==> config.mk <==
export PLATFORM = sky130hd
export DESIGN_NAME = mux_scan_sampler_flat
export DESIGN_NICKNAME = d
export VERILOG_FILES = /design/src/rtl/mux_scan_sampler_if.sv /design/src/rtl/mux_scan_sampler.sv /design/src/flat_wrapper.sv
export SDC_FILE = /design/constraint.sdc
export NUM_CORES = 1
export LEC_CHECK = 0
export CAP_MARGIN = 20
export CORE_MARGIN = 4
export CORE_UTILIZATION = 49
export CTS_BUF_LIST = sky130_fd_sc_hd__clkbuf_4
export CTS_CLUSTER_DIAMETER = 40
export DETAILED_ROUTE_END_ITERATION = 10
export PLACE_DENSITY_LB_ADDON = 0.15
export RECOVER_POWER = 100
export SLEW_MARGIN = 10
export SYNTH_ARGS = -nofsm -noshare
export SYNTH_HDL_FRONTEND = slang
export SYNTH_SLANG_ARGS = --single-unit
==> constraint.sdc <==
create_clock -name clk -period 1.82 [get_ports clk]
set_input_delay 0.364 -clock clk [delete_from_list [all_inputs] [get_ports clk]]
set_output_delay 0.364 -clock clk [all_outputs]
set_load 0.02 [all_outputs]
==> src/rtl/mux_scan_sampler_if.sv <==
// -----------------------------------------------------------------------------
// mux_scan_sampler_if
// Bundles the channel inputs, the mode/select controls and the registered
// sample outputs of mux_scan_sampler.
//   master : drives data_in, mode, sel_in, load, hold (and ch_mask);
//            receives data_out, sel_out, valid, wrap.
//   slave  : the sampler side, directions mirrored.
// Optional macro SCAN_MASK_EN adds the per-channel scan enable ch_mask.
// -----------------------------------------------------------------------------
interface mux_scan_sampler_if #(
  parameter int NUM_CH = 8,
  parameter int WIDTH  = 1
);
  localparam int SEL_W = $clog2(NUM_CH);

  logic [NUM_CH*WIDTH-1:0] data_in;
  logic                    mode;
  logic [SEL_W-1:0]        sel_in;
  logic                    load;
  logic                    hold;
`ifdef SCAN_MASK_EN
  logic [NUM_CH-1:0]       ch_mask;
`endif
  logic [WIDTH-1:0]        data_out;
  logic [SEL_W-1:0]        sel_out;
  logic                    valid;
  logic                    wrap;

`ifdef SCAN_MASK_EN
  modport master (output data_in, mode, sel_in, load, hold, ch_mask,
                  input  data_out, sel_out, valid, wrap);
  modport slave  (input  data_in, mode, sel_in, load, hold, ch_mask,
                  output data_out, sel_out, valid, wrap);
`else
  modport master (output data_in, mode, sel_in, load, hold,
                  input  data_out, sel_out, valid, wrap);
  modport slave  (input  data_in, mode, sel_in, load, hold,
                  output data_out, sel_out, valid, wrap);
`endif
endinterface

==> src/rtl/mux_scan_sampler.sv <==
// -----------------------------------------------------------------------------
// mux_scan_sampler
// Registered NUM_CH:1 multiplexer with a manual (explicit load) mode and an
// automatic scan mode that dwells DWELL cycles per channel. The sample is
// registered together with the channel index it came from.
// Ports:
//   clk   : single clock, rising edge
//   rst_n : synchronous active-low reset
//   bus   : mux_scan_sampler_if.slave (data_in, mode, sel_in, load, hold,
//           [ch_mask], data_out, sel_out, valid, wrap)
// Optional macro SCAN_MASK_EN: scan advance skips channels whose ch_mask bit
// is 0. Without it every channel is scanned.
// -----------------------------------------------------------------------------
module mux_scan_sampler #(
  parameter  int NUM_CH = 8,
  parameter  int WIDTH  = 1,
  parameter  int DWELL  = 4,
  localparam int SEL_W  = $clog2(NUM_CH)
) (
  input logic               clk,
  input logic               rst_n,
  mux_scan_sampler_if.slave bus
);
  localparam int DW_W = (DWELL > 1) ? $clog2(DWELL) : 1;
  localparam logic [DW_W-1:0] DWELL_LAST = DW_W'(DWELL - 1);

  typedef enum logic [1:0] {ST_IDLE, ST_MAN, ST_SCAN} state_t;

  state_t            r_state, w_state_next;
  logic [SEL_W-1:0]  r_sel, w_sel_next;
  logic [DW_W-1:0]   r_dwell, w_dwell_next;
  logic              r_wrap_pend, w_wrap_pend_next;

  logic [WIDTH-1:0]  r_data;
  logic [SEL_W-1:0]  r_sel_out;
  logic              r_valid;
  logic              r_wrap;

  logic [WIDTH-1:0]  w_ch [NUM_CH];
  logic [NUM_CH-1:0] w_en;
  logic              w_any_en;
  logic              w_adv_found;
  logic [SEL_W-1:0]  w_adv_sel;
  logic              w_sel_in_ok;

  for (genvar gi = 0; gi < NUM_CH; gi++) begin : g_ch
    assign w_ch[gi] = bus.data_in[gi*WIDTH +: WIDTH];
  end

`ifdef SCAN_MASK_EN
  assign w_en = bus.ch_mask;
`else
  assign w_en = '1;
`endif
  assign w_any_en = |w_en;

  // Out-of-range selects only exist for non-power-of-2 channel counts.
  assign w_sel_in_ok = (int'(bus.sel_in) < NUM_CH);

  // Next enabled channel after r_sel, circular ascending. Scanning offsets
  // from far to near lets the nearest enabled channel win. The current
  // channel itself is never a candidate, so a lone enabled channel holds.
  always_comb begin
    w_adv_found = 1'b0;
    w_adv_sel   = r_sel;
    for (int k = NUM_CH - 1; k >= 1; k--) begin
      if (w_en[(int'(r_sel) + k) % NUM_CH]) begin
        w_adv_found = 1'b1;
        w_adv_sel   = SEL_W'((int'(r_sel) + k) % NUM_CH);
      end
    end
  end

  always_comb begin
    w_state_next     = r_state;
    w_sel_next       = r_sel;
    w_dwell_next     = r_dwell;
    w_wrap_pend_next = 1'b0;
    case (r_state)
      ST_IDLE: w_state_next = bus.mode ? ST_SCAN : ST_MAN;
      ST_MAN: begin
        if (bus.load && w_sel_in_ok) w_sel_next = bus.sel_in;
        if (bus.mode) begin
          w_state_next = ST_SCAN;
          w_dwell_next = '0;
        end
      end
      ST_SCAN: begin
        if (!bus.mode) begin
          w_state_next = ST_MAN;
          w_dwell_next = '0;
        end else if (!bus.hold) begin
          if (!w_any_en) begin
            w_dwell_next = '0;
          end else if (r_dwell != DWELL_LAST) begin
            w_dwell_next = r_dwell + 1'b1;
          end else begin
            w_dwell_next = '0;
            if (w_adv_found) begin
              w_sel_next       = w_adv_sel;
              w_wrap_pend_next = (w_adv_sel < r_sel);
            end
          end
        end
      end
      default: w_state_next = ST_IDLE;
    endcase
  end

  always_ff @(posedge clk) begin
    if (!rst_n) begin
      r_state     <= ST_IDLE;
      r_sel       <= '0;
      r_dwell     <= '0;
      r_wrap_pend <= 1'b0;
    end else begin
      r_state     <= w_state_next;
      r_sel       <= w_sel_next;
      r_dwell     <= w_dwell_next;
      r_wrap_pend <= w_wrap_pend_next;
    end
  end

  // Output stage samples the channel selected before this edge, so the
  // pending wrap flag lines up with the first sample of the new channel.
  always_ff @(posedge clk) begin
    if (!rst_n) begin
      r_data    <= '0;
      r_sel_out <= '0;
      r_valid   <= 1'b0;
      r_wrap    <= 1'b0;
    end else if (r_state != ST_IDLE) begin
      r_data    <= w_ch[r_sel];
      r_sel_out <= r_sel;
      r_valid   <= 1'b1;
      r_wrap    <= r_wrap_pend;
    end
  end

  assign bus.data_out = r_data;
  assign bus.sel_out  = r_sel_out;
  assign bus.valid    = r_valid;
  assign bus.wrap     = r_wrap;
endmodule

==> src/flat_wrapper.sv <==
// flat-port wrapper written by rule: the top's interface ports become plain ports
module mux_scan_sampler_flat 
#(
  parameter  int NUM_CH = 8,
  parameter  int WIDTH  = 1,
  parameter  int DWELL  = 4,
  localparam int SEL_W  = $clog2(NUM_CH)
)
  (clk, rst_n, bus_data_in, bus_mode, bus_sel_in, bus_load, bus_hold, bus_data_out, bus_sel_out, bus_valid, bus_wrap);
  mux_scan_sampler_if #(.NUM_CH(NUM_CH), .WIDTH(WIDTH)) bus_i ();
  input logic clk;
  input logic rst_n;
  input wire logic [$bits(bus_i.data_in)-1:0] bus_data_in;
  input wire logic [$bits(bus_i.mode)-1:0] bus_mode;
  input wire logic [$bits(bus_i.sel_in)-1:0] bus_sel_in;
  input wire logic [$bits(bus_i.load)-1:0] bus_load;
  input wire logic [$bits(bus_i.hold)-1:0] bus_hold;
  output wire logic [$bits(bus_i.data_out)-1:0] bus_data_out;
  output wire logic [$bits(bus_i.sel_out)-1:0] bus_sel_out;
  output wire logic [$bits(bus_i.valid)-1:0] bus_valid;
  output wire logic [$bits(bus_i.wrap)-1:0] bus_wrap;
  assign bus_i.data_in = bus_data_in;
  assign bus_i.mode = bus_mode;
  assign bus_i.sel_in = bus_sel_in;
  assign bus_i.load = bus_load;
  assign bus_i.hold = bus_hold;
  assign bus_data_out = bus_i.data_out;
  assign bus_sel_out = bus_i.sel_out;
  assign bus_valid = bus_i.valid;
  assign bus_wrap = bus_i.wrap;
  mux_scan_sampler #(.NUM_CH(NUM_CH), .WIDTH(WIDTH), .DWELL(DWELL)) u_core (.clk(clk), .rst_n(rst_n), .bus(bus_i));
endmodule
### Yosys cells after proc, flatten, opt, wreduce, memory -nomap -nowiden

Memory sizes are Yosys's and may differ from the RTL's.
Cells that the tools add are included.

* add/sub/neg operators: 8
* multipliers: 0
* divide/modulo/power cells: 0
* magnitude comparators: 9
* eq/ne operators: 11
* shift-type cells: 0
* multiplexer cells: 46
* bitwise gates (word level): 12
* reductions and logical operators: 14

Operator list (number)
* $mux 3: 12
* $lt 4x5->1 const B: 7
* $mux 1: 23
* $reduce_or 3->1: 7
* $mux 2: 7
* $ne 2x2->1 const B: 7
* $add 3x3->3 const B: 4
* $and 1x1->1 const A: 7
* $add 3x2->3 const B: 2
* $pmux 2 s3: 1
* $pmux 3 s2: 1
* $reduce_and 6->1: 1
* $reduce_or 6->1: 1
* $ge 4x4->1 const B: 1
* $not 1->1: 4
* $not 3->4: 1
* $pmux 2 s2: 1
* $reduce_bool 2->1: 2
* $add 3x1->3 const B: 1
* $bmux 1 s3: 1
* $lt 3x3->1: 1
* $ne 3x3->1 const B: 1
* $reduce_and 3->1: 1
* $add 2x1->2 const B: 1
* other kinds (5): 5

* register bits after elaboration: 14
* bits in latches: 0
* bits in writable memories: 0
* ROM bits: 56
* input port bits: 16
* output and inout bits: 6
* logic and storage cells: 115
* memories kept: 7

Memory list
* (name not given): words 8, width 1, read ports 1, clocked after memory_dff 0, wr ports 0, line mux_scan_sampler.sv:67 `if (w_en[(int'(r_sel) + k) % NUM_CH]) begin`
* (name not given): words 8, width 1, read ports 1, clocked after memory_dff 0, wr ports 0, line mux_scan_sampler.sv:67
* (name not given): words 8, width 1, read ports 1, clocked after memory_dff 0, wr ports 0, line mux_scan_sampler.sv:67
* (name not given): words 8, width 1, read ports 1, clocked after memory_dff 0, wr ports 0, line mux_scan_sampler.sv:67
* (name not given): words 8, width 1, read ports 1, clocked after memory_dff 0, wr ports 0, line mux_scan_sampler.sv:67
* (name not given): words 8, width 1, read ports 1, clocked after memory_dff 0, wr ports 0, line mux_scan_sampler.sv:67
* +1 memories

### Longest topological paths before layout

* word-level depth: 18
* depth in mapped cells: 7
* depth with buffers taken out: 6

### Worst setup path before layout

No wires, ideal clock.

* kind: reg-to-reg
* start point: register u_core.r_state[0]
* end point: register u_core.r_sel[0]
* setup time: 0.119 ns
* data arrival time: 1.379 ns
* data required time: 1.701 ns
* setup slack: 0.323 ns
* cell stages (with the launch flop): 8
* buffers on the path: 1
* clock period less this slack: 1.497 ns
* cell sequence: dfxtp_1 -> inv_1 -> ha_1 -> clkbuf_1 -> inv_1 -> o221ai_4 -> a21oi_1 -> o221a_1

* word-level cells in the longest chain between the ends: 3
* elaborated cells on any way between the ends: 10
* those cells by class: eq/ne: 7; mux: 1; reduce/logical: 2

RTL lines
* from (decl): line mux_scan_sampler.sv:29 `state_t r_state, w_state_next;`
* from (signal assigned): line mux_scan_sampler.sv:117 `r_state <= w_state_next;`
* $eq 2x2->1 or $eq 2x1->1 (tied branches): line mux_scan_sampler.sv:79 `case (r_state)`
* $ne 2x1->1 (no line) (tied with other cells)
* $reduce_and 6->1 (no line)
* to (signal assigned): line mux_scan_sampler.sv:118 `r_sel <= w_sel_next;`
* to (decl): line mux_scan_sampler.sv:30 `logic [SEL_W-1:0] r_sel, w_sel_next;`

Several ways; a longest one is shown, not always the timed one.
A chain may end at the register's enable or synchronous reset.

### Worst setup path in the final report

* start point: register u_core.r_sel_out[0], in the netlist u_core.bus.sel_out[0]
* end point: output port bus_sel_out[0]

RTL lines
* from (decl): line mux_scan_sampler.sv:35 `logic [SEL_W-1:0] r_sel_out;`
* from (signal assigned): line mux_scan_sampler.sv:134 `r_sel_out <= r_sel;`
* to (decl): line flat_wrapper.sv:19 `output wire logic [$bits(bus_i.sel_out)-1:0] bus_sel_out;`

No word-level cell between the ends.

==> impl_metrics.json <==
{
  "synth_edf_count": 0,
  "wl_met1_microns": 726,
  "syn_area_per_cell_sq_um": 9.01,
  "syn_nets": 114,
  "worst-r2r-setup-slack_ns": 0.18,
  "wl_per_cell_microns": 12.7,
  "synth_flop_cell": "dfxtp_1",
  "drtAntennaViolNets": 0,
  "synth_warnings": 0,
  "p_clk_share_pct": 13.2,
  "place_hpwl_microns": 1360,
  "p_leak_nw": 0.433,
  "cp.arrival_ns": 1.30,
  "rr_startpoint": "u_core.r_state[0]",
  "clock_sinks": 14,
  "cts_buffers": 3,
  "port_buffers": 21,
  "clk_latency_ns": 0.28,
  "fillers": 139,
  "area_growth_pct": 29.6,
  "critPathRequiredTime_ns": 1.46,
  "grt_pass1_wl_microns": 2690,
  "synth_area_leaders": "dfxtp_1, ha_1, mux2i_1",
  "startpoint_type": "register",
  "finalSetupTns_ns": 0,
  "synth_commonest_cells": "dfxtp_1, inv_1, a21oi_1, nand2_1",
  "max_slew_margin_pct": 74.8,
  "hp-start": "u_core.bus.sel_out[2]",
  "worstSetupPathType": "register to output port",
  "clk_pin_slew_ns": 0.09,
  "initial_core_util_pct": 53.2,
  "seq_power_share_pct": 33.8,
  "slew_violations": 0,
  "ir_drop_mv": 0.639,
  "holdCritPathClass": "register to register",
  "p_comb_share_pct": 53.1,
  "fmax_mhz": 601,
  "grt_pass1_vias": 651,
  "switching_share_pct": 40.0,
  "drv_cap": 0,
  "p_switching_mw": 0.547,
  "n_antenna_cell": 0,
  "synthArstFlopShare_pct": 0,
  "worstMarginPinSlew_ns": 0.377,
  "via_per_inst": 5.44,
  "drc": 0,
  "drive_above_1_share_pct": 9.57,
  "met2_length_microns": 830,
  "whs_path_depth": 2,
  "firstDrtPassIters": 4,
  "report.final.hold_viol_count": 0,
  "ctsResizeCount": 0,
  "vias": 712,
  "synth_area_leader_cell": "dfxtp_1",
  "min_period_ns": 1.66,
  "grt_antenna_before_repair": 0,
  "critPathMaxStageDelay_ns": 0.68,
  "critPathTopFamily": "buffers and inverters",
  "synth_seq_area_share_pct": 34.2,
  "postLayoutSetupSlackWorst_ns": 0.156,
  "routed-wl-met3_microns": 100,
  "timing.final.crit_share_pct": 91.4,
  "grt_max_degree": 12,
  "dr.first_iter.drc_count": 24,
  "synth_seq_cells": 14,
  "grt_setup_unrepaired": "false",
  "r2r-end": "u_core.r_sel[0]",
  "path_buf_inv": 1,
  "die_x_microns": 48.9,
  "tritoncts": "built",
  "die_area_sq_um": 2390,
  "postCtsHoldBufs": 0,
  "wirelength_microns": 1670,
  "routed.top_layer": "met4",
  "cts_setup_buffers": 0,
  "yosysTopAreaCellShare_pct": 34.2,
  "h-tree-depth": 1,
  "cellPowerDensity_nw_per_um2": 1290,
  "setup_viol": 0,
  "yosysMostFrequentCell": "dfxtp_1",
  "crit_chain": "dlygate4sd3_1",
  "place_congestion": 0.760,
  "die_h_microns": 48.9,
  "yosysUniqueCellTypes": 30,
  "grt_usage_pct": 14.0,
  "ctsRootBufferMaster": "clkbuf_4",
  "rows": 14,
  "cp-end-kind": "output port",
  "internal_power_mw": 0.822,
  "gr-total-overflow": 0,
  "skew_ns": 0.00745,
  "pre_cts_ws_ns": 0.0295,
  "run_status": "completed",
  "netlist_instances": 91,
  "worstPathMaxFanout": 2,
  "core_area_sq_um": 1540,
  "cp_slowest_cell": "dlygate4sd3_1",
  "r2r_cells": 6,
  "cts_buffer_depth": 2,
  "pin_count": 22,
  "holdPathEnd": "u_core.bus.sel_out[2]",
  "syn_area_sq_um": 820,
  "nets": 139
}
cells by family (layout without fill, tap and decap cells):
group,after synthesis,after routing,share of synthesized area (%)
adders and majority gates,7,7,10.7
DFF,14,14,34.2
AOI/OAI and AO/OA,23,23,21.2
buffers and inverters,14,38,7.63
and+or+nand+nor,26,26,16.3
xor gates and xnor gates,1,1,1.07
muxes,6,6,8.86
worst max path at each step:
stage	from	to	cells past startpoint
floorplan	u_core.r_state[0]	u_core.r_sel[0]	7
global placement	bus_mode	u_core.r_sel[1]	5
detailed placement	bus_mode	u_core.r_sel[1]	5
CTS	u_core.bus.sel_out[0]	bus_sel_out[0]	1
global route	u_core.r_state[0]	u_core.r_sel[0]	6
finish	u_core.bus.sel_out[0]	bus_sel_out[0]	1
stage by stage:
step | cell area (sq um) | cells | power (mW) | hold WS (ns) | utilization, %
after global placement | 1050 | 127 | 1.23 | 0.438 | 68.2
after CTS | 1080 | 131 | 1.43 | 0.471 | 69.9
after floorplan | 820 | 91 | 1.01 | 0.436 | -
after detailed placement | 1050 | 127 | 1.25 | 0.459 | 68.2
after global routing | 1060 | 131 | 1.48 | 0.489 | 68.9
final | 1060 | 131 | 1.37 | 0.466 | 68.9
sequential cells by signal, indices dropped and copies added (netlist names):
name / cells
u_core.bus.data_out: 1
u_core.bus.sel_out: 3
u_core.bus.valid: 1
u_core.bus.wrap: 1
u_core.r_dwell: 2
u_core.r_sel: 3
u_core.r_state: 2
u_core.r_wrap_pend: 1
placed cells by master, fill, tap and decap left out, drive strengths merged, types with 2 or more instances in the layout:
cell,instances
clkdlybuf4s50,15
dfxtp,14
inv,9
a21oi,9
nand2,8
nor2,7
ha,7
dlygate4sd3,6
mux2i,5
clkbuf,4
o21ai,3
a211oi,3
buf,3
nand2b,2
o221a,2
or3,2
a31oi,2
cell type report:
class / instances / area [sq um] / area share [%]
clock buffer: 3 / 22.5 / 2.12
clock inverter: 1 / 3.75 / 0.353
inverter: 9 / 33.8 / 3.18
multi-input combinational: 63 / 465 / 43.8
sequential: 14 / 280 / 26.4
tap: 16 / 20.0 / 1.88
timing repair buffer: 25 / 236 / 22.3
worst reg2reg max path, delay by kind of cell (launching register included):
kind | cells | cell delay (ns)
adder cells (fa/ha/maj) | 1 | 0.35
AO/OA/AOI/OAI | 3 | 0.57
flip-flops | 1 | 0.33
buffers and inverters | 2 | 0.26
routing by layer:
metal	track usage, %	up-vias
li1	-	369
met1	16.4	322
met2	24.1	19
met3	2.75	2
met4	6.73	0
met5	0	-
power groups by stage:
stage	Clock (mW)	Combinational [mW]	Sequential, mW
2_1_floorplan	0	0.517	0.496
3_3_place_gp	0	0.762	0.467
3_5_place_dp	0	0.782	0.472
4_1_cts	0.185	0.781	0.465
5_1_grt	0.202	0.807	0.476
6_report	0.180	0.727	0.462
Power figures use the tool's default switching activity.
